===== src/rtl/alu_wb_stage_if.sv =====
// Handshake and data bundle between the ALU and the result/write-back stage.
// master = ALU/producer plus write-back consumer; slave = the stage itself.
interface alu_wb_stage_if;
  logic        in_valid;
  logic        in_ready;
  logic [4:0]  FS;
  logic [31:0] Y_hi;
  logic [31:0] Y_lo;
  logic        C;
  logic        V;
  logic        N;
  logic        Z;
  logic [1:0]  hilo_sel;
  logic [4:0]  dest;
  logic        out_valid;
  logic        out_ready;
  logic [31:0] out_data;
  logic [4:0]  out_dest;
  logic        out_we;
  logic        out_C;
  logic        out_V;
  logic        out_N;
  logic        out_Z;
  logic [31:0] hi_q;
  logic [31:0] lo_q;

  modport master (
    output in_valid, FS, Y_hi, Y_lo, C, V, N, Z, hilo_sel, dest, out_ready,
    input  in_ready, out_valid, out_data, out_dest, out_we, out_C, out_V, out_N, out_Z,
    input  hi_q, lo_q
  );

  modport slave (
    input  in_valid, FS, Y_hi, Y_lo, C, V, N, Z, hilo_sel, dest, out_ready,
    output in_ready, out_valid, out_data, out_dest, out_we, out_C, out_V, out_N, out_Z,
    output hi_q, lo_q
  );
endinterface


===== src/rtl/alu_wb_stage.sv =====
// ALU result / write-back stage: owns HI/LO, resolves MFHI/MFLO and forwards entries
// through a 2-entry skid buffer so in_ready comes straight from a flop.
module alu_wb_stage #(
  parameter logic [4:0] MUL_FS = 5'h1E,
  parameter logic [4:0] DIV_FS = 5'h1F
) (
  input  logic          clk,
  input  logic          reset,
  alu_wb_stage_if.slave bus
);

  typedef struct packed {
    logic [31:0] data;
    logic [4:0]  dest;
    logic        we;
    logic        c;
    logic        v;
    logic        n;
    logic        z;
  } entry_t;

  entry_t      m_q, m_d, k_q, k_d, new_entry;
  logic        m_valid_q, m_valid_d;
  logic        k_valid_q, k_valid_d;
  logic [31:0] hi_val_q, hi_val_d;
  logic [31:0] lo_val_q, lo_val_d;
  logic        accept, emit, is_muldiv;

  assign accept    = bus.in_valid & ~k_valid_q;
  assign emit      = m_valid_q & bus.out_ready;
  assign is_muldiv = (bus.FS == MUL_FS) || (bus.FS == DIV_FS);

  // HI/LO are sampled here, at accept, so a MFHI right behind a MUL sees the new value.
  always_comb begin
    new_entry.data = bus.Y_lo;
    new_entry.dest = bus.dest;
    new_entry.we   = (bus.dest != 5'd0);
    new_entry.c    = bus.C;
    new_entry.v    = bus.V;
    new_entry.n    = bus.N;
    new_entry.z    = bus.Z;
    if (is_muldiv) begin
      new_entry.we = 1'b0;
      new_entry.c  = 1'b0;
      new_entry.v  = 1'b0;
    end else if (bus.hilo_sel == 2'b01) begin
      new_entry.data = hi_val_q;
    end else if (bus.hilo_sel == 2'b10) begin
      new_entry.data = lo_val_q;
    end
  end

  always_comb begin
    m_d       = m_q;
    k_d       = k_q;
    m_valid_d = m_valid_q;
    k_valid_d = k_valid_q;
    hi_val_d  = hi_val_q;
    lo_val_d  = lo_val_q;

    if (!m_valid_q || emit) begin
      // K non-empty implies in_ready is low, so no accept can collide with the drain.
      if (k_valid_q) begin
        m_d       = k_q;
        m_valid_d = 1'b1;
        k_valid_d = 1'b0;
      end else if (accept) begin
        m_d       = new_entry;
        m_valid_d = 1'b1;
      end else begin
        m_valid_d = 1'b0;
      end
    end else if (accept) begin
      k_d       = new_entry;
      k_valid_d = 1'b1;
    end

    if (accept && is_muldiv) begin
      hi_val_d = bus.Y_hi;
      lo_val_d = bus.Y_lo;
    end
  end

  always_ff @(posedge clk or negedge reset) begin
    if (!reset) begin
      m_q       <= '0;
      k_q       <= '0;
      m_valid_q <= 1'b0;
      k_valid_q <= 1'b0;
      hi_val_q  <= '0;
      lo_val_q  <= '0;
    end else begin
      m_q       <= m_d;
      k_q       <= k_d;
      m_valid_q <= m_valid_d;
      k_valid_q <= k_valid_d;
      hi_val_q  <= hi_val_d;
      lo_val_q  <= lo_val_d;
    end
  end

  assign bus.in_ready  = ~k_valid_q;
  assign bus.out_valid = m_valid_q;
  assign bus.out_data  = m_q.data;
  assign bus.out_dest  = m_q.dest;
  assign bus.out_we    = m_q.we;
  assign bus.out_C     = m_q.c;
  assign bus.out_V     = m_q.v;
  assign bus.out_N     = m_q.n;
  assign bus.out_Z     = m_q.z;
  assign bus.hi_q      = hi_val_q;
  assign bus.lo_q      = lo_val_q;

endmodule


===== src/flat_wrapper.sv =====
// flat-port wrapper written by rule: the top's interface ports become plain ports
module alu_wb_stage_flat 
#(
  parameter logic [4:0] MUL_FS = 5'h1E,
  parameter logic [4:0] DIV_FS = 5'h1F
)
  (clk, reset, bus_in_valid, bus_FS, bus_Y_hi, bus_Y_lo, bus_C, bus_V, bus_N, bus_Z, bus_hilo_sel, bus_dest, bus_out_ready, bus_in_ready, bus_out_valid, bus_out_data, bus_out_dest, bus_out_we, bus_out_C, bus_out_V, bus_out_N, bus_out_Z, bus_hi_q, bus_lo_q);
  alu_wb_stage_if bus_i ();
  input  logic clk;
  input  logic reset;
  input wire logic [$bits(bus_i.in_valid)-1:0] bus_in_valid;
  input wire logic [$bits(bus_i.FS)-1:0] bus_FS;
  input wire logic [$bits(bus_i.Y_hi)-1:0] bus_Y_hi;
  input wire logic [$bits(bus_i.Y_lo)-1:0] bus_Y_lo;
  input wire logic [$bits(bus_i.C)-1:0] bus_C;
  input wire logic [$bits(bus_i.V)-1:0] bus_V;
  input wire logic [$bits(bus_i.N)-1:0] bus_N;
  input wire logic [$bits(bus_i.Z)-1:0] bus_Z;
  input wire logic [$bits(bus_i.hilo_sel)-1:0] bus_hilo_sel;
  input wire logic [$bits(bus_i.dest)-1:0] bus_dest;
  input wire logic [$bits(bus_i.out_ready)-1:0] bus_out_ready;
  output wire logic [$bits(bus_i.in_ready)-1:0] bus_in_ready;
  output wire logic [$bits(bus_i.out_valid)-1:0] bus_out_valid;
  output wire logic [$bits(bus_i.out_data)-1:0] bus_out_data;
  output wire logic [$bits(bus_i.out_dest)-1:0] bus_out_dest;
  output wire logic [$bits(bus_i.out_we)-1:0] bus_out_we;
  output wire logic [$bits(bus_i.out_C)-1:0] bus_out_C;
  output wire logic [$bits(bus_i.out_V)-1:0] bus_out_V;
  output wire logic [$bits(bus_i.out_N)-1:0] bus_out_N;
  output wire logic [$bits(bus_i.out_Z)-1:0] bus_out_Z;
  output wire logic [$bits(bus_i.hi_q)-1:0] bus_hi_q;
  output wire logic [$bits(bus_i.lo_q)-1:0] bus_lo_q;
  assign bus_i.in_valid = bus_in_valid;
  assign bus_i.FS = bus_FS;
  assign bus_i.Y_hi = bus_Y_hi;
  assign bus_i.Y_lo = bus_Y_lo;
  assign bus_i.C = bus_C;
  assign bus_i.V = bus_V;
  assign bus_i.N = bus_N;
  assign bus_i.Z = bus_Z;
  assign bus_i.hilo_sel = bus_hilo_sel;
  assign bus_i.dest = bus_dest;
  assign bus_i.out_ready = bus_out_ready;
  assign bus_in_ready = bus_i.in_ready;
  assign bus_out_valid = bus_i.out_valid;
  assign bus_out_data = bus_i.out_data;
  assign bus_out_dest = bus_i.out_dest;
  assign bus_out_we = bus_i.out_we;
  assign bus_out_C = bus_i.out_C;
  assign bus_out_V = bus_i.out_V;
  assign bus_out_N = bus_i.out_N;
  assign bus_out_Z = bus_i.out_Z;
  assign bus_hi_q = bus_i.hi_q;
  assign bus_lo_q = bus_i.lo_q;
  alu_wb_stage #(.MUL_FS(MUL_FS), .DIV_FS(DIV_FS)) u_core (.clk(clk), .reset(reset), .bus(bus_i));
endmodule

===== config.mk =====
export PLATFORM = sky130hd
export DESIGN_NAME = alu_wb_stage_flat
export DESIGN_NICKNAME = d
export VERILOG_FILES = /design/src/rtl/alu_wb_stage_if.sv /design/src/rtl/alu_wb_stage.sv /design/src/flat_wrapper.sv
export SDC_FILE = /design/constraint.sdc
export NUM_CORES = 1
export LEC_CHECK = 0
export CORE_MARGIN = 2
export CORE_UTILIZATION = 48
export CTS_CLUSTER_DIAMETER = 50
export DETAILED_ROUTE_END_ITERATION = 8
export GPL_ROUTABILITY_DRIVEN = 1
export MAX_ROUTING_LAYER = met4
export PLACE_DENSITY = 0.86
export SLEW_MARGIN = 10
export SYNTH_ARGS = -nofsm -noshare
export SYNTH_HDL_FRONTEND = slang
export SYNTH_SLANG_ARGS = --single-unit

===== constraint.sdc =====
create_clock -name clk -period 2.2 [get_ports clk]
set_input_delay 0.44 -clock clk [delete_from_list [all_inputs] [get_ports clk]]
set_output_delay 0.44 -clock clk [all_outputs]
set_load 0.01 [all_outputs]

== Yosys cells after proc, flatten, opt, wreduce, memory -nomap -nowiden ==
Cells that the tools add are included.
Word-level totals
  memory bits (read-only): 0
  register bits: 150
  logic and storage cells: 45
  RAM bits: 0
  memories: 0
  bits in latches: 0
  output and inout port bits: 108
Cells by class
  equality and inequality tests: 4
  multiplexer cells: 10
  bitwise gates (word level): 4
  multiply operators: 0
  add/sub/neg operators: 0
  order comparisons: 0
  div/mod/pow operators: 0
  shift operators: 0
  reductions and logical operators: 9
Operators with widths (count)
  $mux W32: 3
  $mux W42: 2
  $eq A5 B5 Y1 const B: 2
  $reduce_bool A5 Y1: 1
  $mux W1: 4
  $reduce_and A2 Y1: 2
  $reduce_bool A2 Y1: 2
  $mux W3: 1
  $and A1 B1 Y1: 2
  $eq A2 B1 Y1 const B: 1
  $eq A2 B2 Y1 const B: 1
  $logic_or A1 B1 Y1: 2
  $not A1 Y1: 2
  $logic_and A1 B1 Y1: 1
  $logic_not A1 Y1: 1

== Longest topological paths before layout ==
Gate-level depths: netlist (run 1).
  depth in word-level cells: 6
  depth in mapped cells: 8

== Worst setup path before layout (run 1) ==
Ideal clock, no wire load.
  path type: register to output
  from: reg u_core.k_valid_q
  to: out bus_in_ready
  slack: 0.612 ns
  cell stages (with the launch flop): 5
  arrival: 1.148 ns
  cell sequence: dfrtp_1 -> buf_2 -> buf_1 -> clkbuf_1 -> inv_1
On the way
  longest elaborated chain between the ends: 1
Ends and longest elaborated chain
  start, declared: line alu_wb_stage.sv:24  | logic k_valid_q, k_valid_d;
  start signal, assigned: line alu_wb_stage.sv:96  | k_valid_q <= k_valid_d;
  $not A1 Y1: line alu_wb_stage.sv:102  | assign bus.in_ready = ~k_valid_q;
  end, declared: line flat_wrapper.sv:22  | output wire logic [$bits(bus_i.in_ready)-1:0] bus_in_ready;
Every way passes these cells.

== Worst setup path in the final report (run 1) ==
Same ends and word-level chain as after synthesis.

==> impl_metrics.toml, run 1 <==
[clock_tree]
post-cts-setup-buffers = 0
cts_num_sinks = 150
clock_path_buffers = 2
tritoncts = "built"
insertion_delay_ns = 0.43
htree_levels = 4
cts_resized = 0
cts-root-buf = "clkbuf_16"
cts_hold_buf = 1
numCtsBuffers = 17
clk_pin_slew_worst_paths_ns = 0.06

[synth]
synth_xor_area_frac = 0
synth.area.mux_share = 0.1192
synth_nets = 711
yosys_warnings = 0
synth_cell_types = 36
synthSimpleGateAreaFrac = 0.06208
synth_fa_ha_area_frac = 0
synth_compound_area_frac = 0.2543
ys_ff_latch = 150
yosysSeqAreaShare = 0.5145
synth_area_per_cell_um2 = 11.64
synth_top_family_by_area = "compound AO/OA/AOI/OAI gates"
synth_area_um2 = 7296
netlist_instances = 627

[place]
io_buffer_count = 190
hpwlAfterDp_mm = 13.68
place.gp.congestion = 0.7972
placed_cells = 983
dpl_cell_area_um2 = 9528

[detailed_routing]
drtIter0Drc = 495
drt.antenna.violating_nets = 0
via_per_inst = 6.087
wl_per_cell_um = 19.91
drc_errors = 0
drt_first_pass_iters = 5
routed_wl_mm = 20.25
vias = 6190

[cells_and_area]
n_fill_cell = 1080
layoutNonFillerInstCount = 1017
final_common_cell = "clkdlybuf4s50_1"
multiInputGateArea_um2 = 3193
register_area_um2 = 3755
area.growth.synth_to_final_pct = 39.03
fin_area_um2 = 10140
drive_gt1_frac = 0.2089
fin_nets = 899
final_cell_mix = "188 x clkdlybuf4s50_1, 149 x dfrtp_1, 93 x a21oi_1, 67 x mux2_2, 33 x nor2_1"

[sta]
period_share = 0.8960
layout_min_cycle_time_ns = 1.971
fin_skew_ns = 0.007885
hold_viol = 0
grt_setup_unrepaired = "no"
slew_headroom = 0.6312
max_freq_mhz = 507.3
slew_viol_final = 0
worstMarginPinSlew_ns = 0.5532
setup_viol = 0
finalSetupTns_ns = 0
worst_hold_slack_ns = 0.4742

[floorplanning]
start_util = 0.4853
core_area_um2 = 15030
dieArea_um2 = 16200
fp.dieW_um = 127.3
rows = 45
pin_count = 192
die_h_um = 127.3

[setup_path]
cp.required_ns = 1.76
worstPathArrival_ns = 1.53
worstPathMaxFanout = 7
critical_path_buf_inv_count = 2
cp_cell_sequence = "inv_1 -> clkdlybuf4s50_1"
crit_type = "reg2out"
end_kind = "output port"
slowest_delay_ns = 0.56
critPathTopFamily = "buffers and inverters"
slowest_stage = "clkdlybuf4s50_1"
cp-start-kind = "flop"

[hold_path]
hp-class = "reg2reg"

[global_route]
antenna_found_initial = 1
grt_pass1_vias = 6303
grt-ovfl-total = 0
grt_max_degree = 57
grt_pass1_wl_mm = 32.69
grtUsageTotal = 0.2649

[pwr]
p_per_area_nw_per_um2 = 947.0
total_power_mw = 9.606
peakVddDrop_mv = 0.5548
p_leak_nw = 4.300

[status]
status = "finished, final reports clean"

[job]
drv_cap = 0
[path summary, 6_finish.rpt]
kind                                                    to                    startpoint  slack [ns]  cells after the start
setup / recovery                              bus_in_ready  u_core.k_valid_q$_DFFE_PN0P_        0.23                      2
hold / removal                u_core.bus.out_N$_DFFE_PN0P_  u_core.bus.out_N$_DFFE_PN0P_        0.47                      2
setup reg to reg                u_core.k_q[17]$_DFFE_PN0P_  u_core.k_valid_q$_DFFE_PN0P_        0.52                      5
hold reg to reg               u_core.bus.out_N$_DFFE_PN0P_  u_core.bus.out_N$_DFFE_PN0P_        0.47                      2
max in group asynchronous        u_core.k_q[4]$_DFFE_PN0P_                         reset        1.00                      3
min in group asynchronous  u_core.bus.hi_q[10]$_DFFE_PN0P_                         reset        0.56                      2
[flip-flops by register name, summed over array words and instances, names as in the netlist]
name	flops
u_core.k_q	42
u_core.bus.hi_q	32
u_core.bus.lo_q	32
u_core.bus.out_data	32
u_core.bus.out_dest	5
u_core.bus.out_C	1
u_core.bus.out_N	1
u_core.bus.out_V	1
u_core.bus.out_Z	1
u_core.bus.out_valid	1
u_core.bus.out_we	1
u_core.k_valid_q	1
[cell type report]
| class | instances | share of cell area |
|---|---|---|
| inverters | 3 | 0.001110 |
| clock inverters | 8 | 0.01196 |
| repair buffers | 229 | 0.2310 |
| diodes | 1 | 0.0002467 |
| clock buffers | 24 | 0.04749 |
| flip-flops and latches | 150 | 0.3702 |
| well taps | 188 | 0.02319 |
| multi-input cells | 414 | 0.3148 |
[per-stage QoR]
| step | worst slack, ns | util |
|---|---|---|
| final | 0.2287 | 0.6747 |
| after floorplan | 0.6125 | - |
| after detailed placement | -0.06454 | 0.6338 |
| after global placement | -0.02592 | 0.6338 |
| after global routing | 0.1762 | 0.6747 |
| after CTS | 0.2066 | 0.6746 |
[per-layer routing]
layer / track usage / vias to the layer above / routed length (um)
met5: - / - / 0
li1: - / 2783 / -
met2: 0.4259 / 291 / 10190
met4: 0.09825 / 0 / 396
met3: 0.06951 / 36 / 1456
met1: 0.3238 / 3080 / 8206
[logic make-up (layout without fill, tap and decap cells)]
family / count (synthesis) / in the layout
AOI/OAI and AO/OA: 241 / 241
buffers and inverters: 63 / 264
DFF: 150 / 150
muxes: 78 / 78
other: 0 / 1
and+or+nand+nor: 95 / 95
[power breakdown]
part / internal (mW) / switching, mW / total (mW)
clock network: 1.87 / 1.10 / 2.97
logic: 1.58 / 1.18 / 2.76
registers: 3.41 / 0.463 / 3.87
[worst min-delay path, delay by kind of cell, from the launching register on]
family	cells	cell delay (ns)
AOI/OAI and AO/OA	1	0.06
DFF	1	0.34
and+or+nand+nor	1	0.05
[cells in the mapped netlist, drive strengths merged]
cell / count / share of area
a21o: 31 / 0.032
dfrtp: 150 / 0.51
a2111o: 31 / 0.048
buf: 39 / 0.038
and4: 2 / 0.0024
nand2: 18 / 0.0093
a2111oi: 31 / 0.064
a21boi: 1 / 0.0010
mux2: 71 / 0.11
nor2: 34 / 0.019
clkbuf: 21 / 0.011
nor3: 31 / 0.021
o211ai: 3 / 0.0031
inv: 3 / 0.0015
nand2b: 3 / 0.0036
or4: 1 / 0.0010
or2: 2 / 0.0017
a21oi: 93 / 0.064
nor4: 1 / 0.00086
mux2i: 7 / 0.0096
a41o: 1 / 0.0014
o22ai: 31 / 0.027
o31ai: 1 / 0.0010
nor3b: 1 / 0.0010
a31oi: 1 / 0.00086
nand3: 1 / 0.00069
o21ai: 13 / 0.0089
nand4: 1 / 0.0017
o21a: 4 / 0.0041
(Power assumes the default switching activity.)
==> inputs of run 2 (changes only) <==
- CTS_CLUSTER_SIZE: not set -> 25
==> results of run 2 <==
No change in the layout: final DEF, timing and power equal those of run 1.
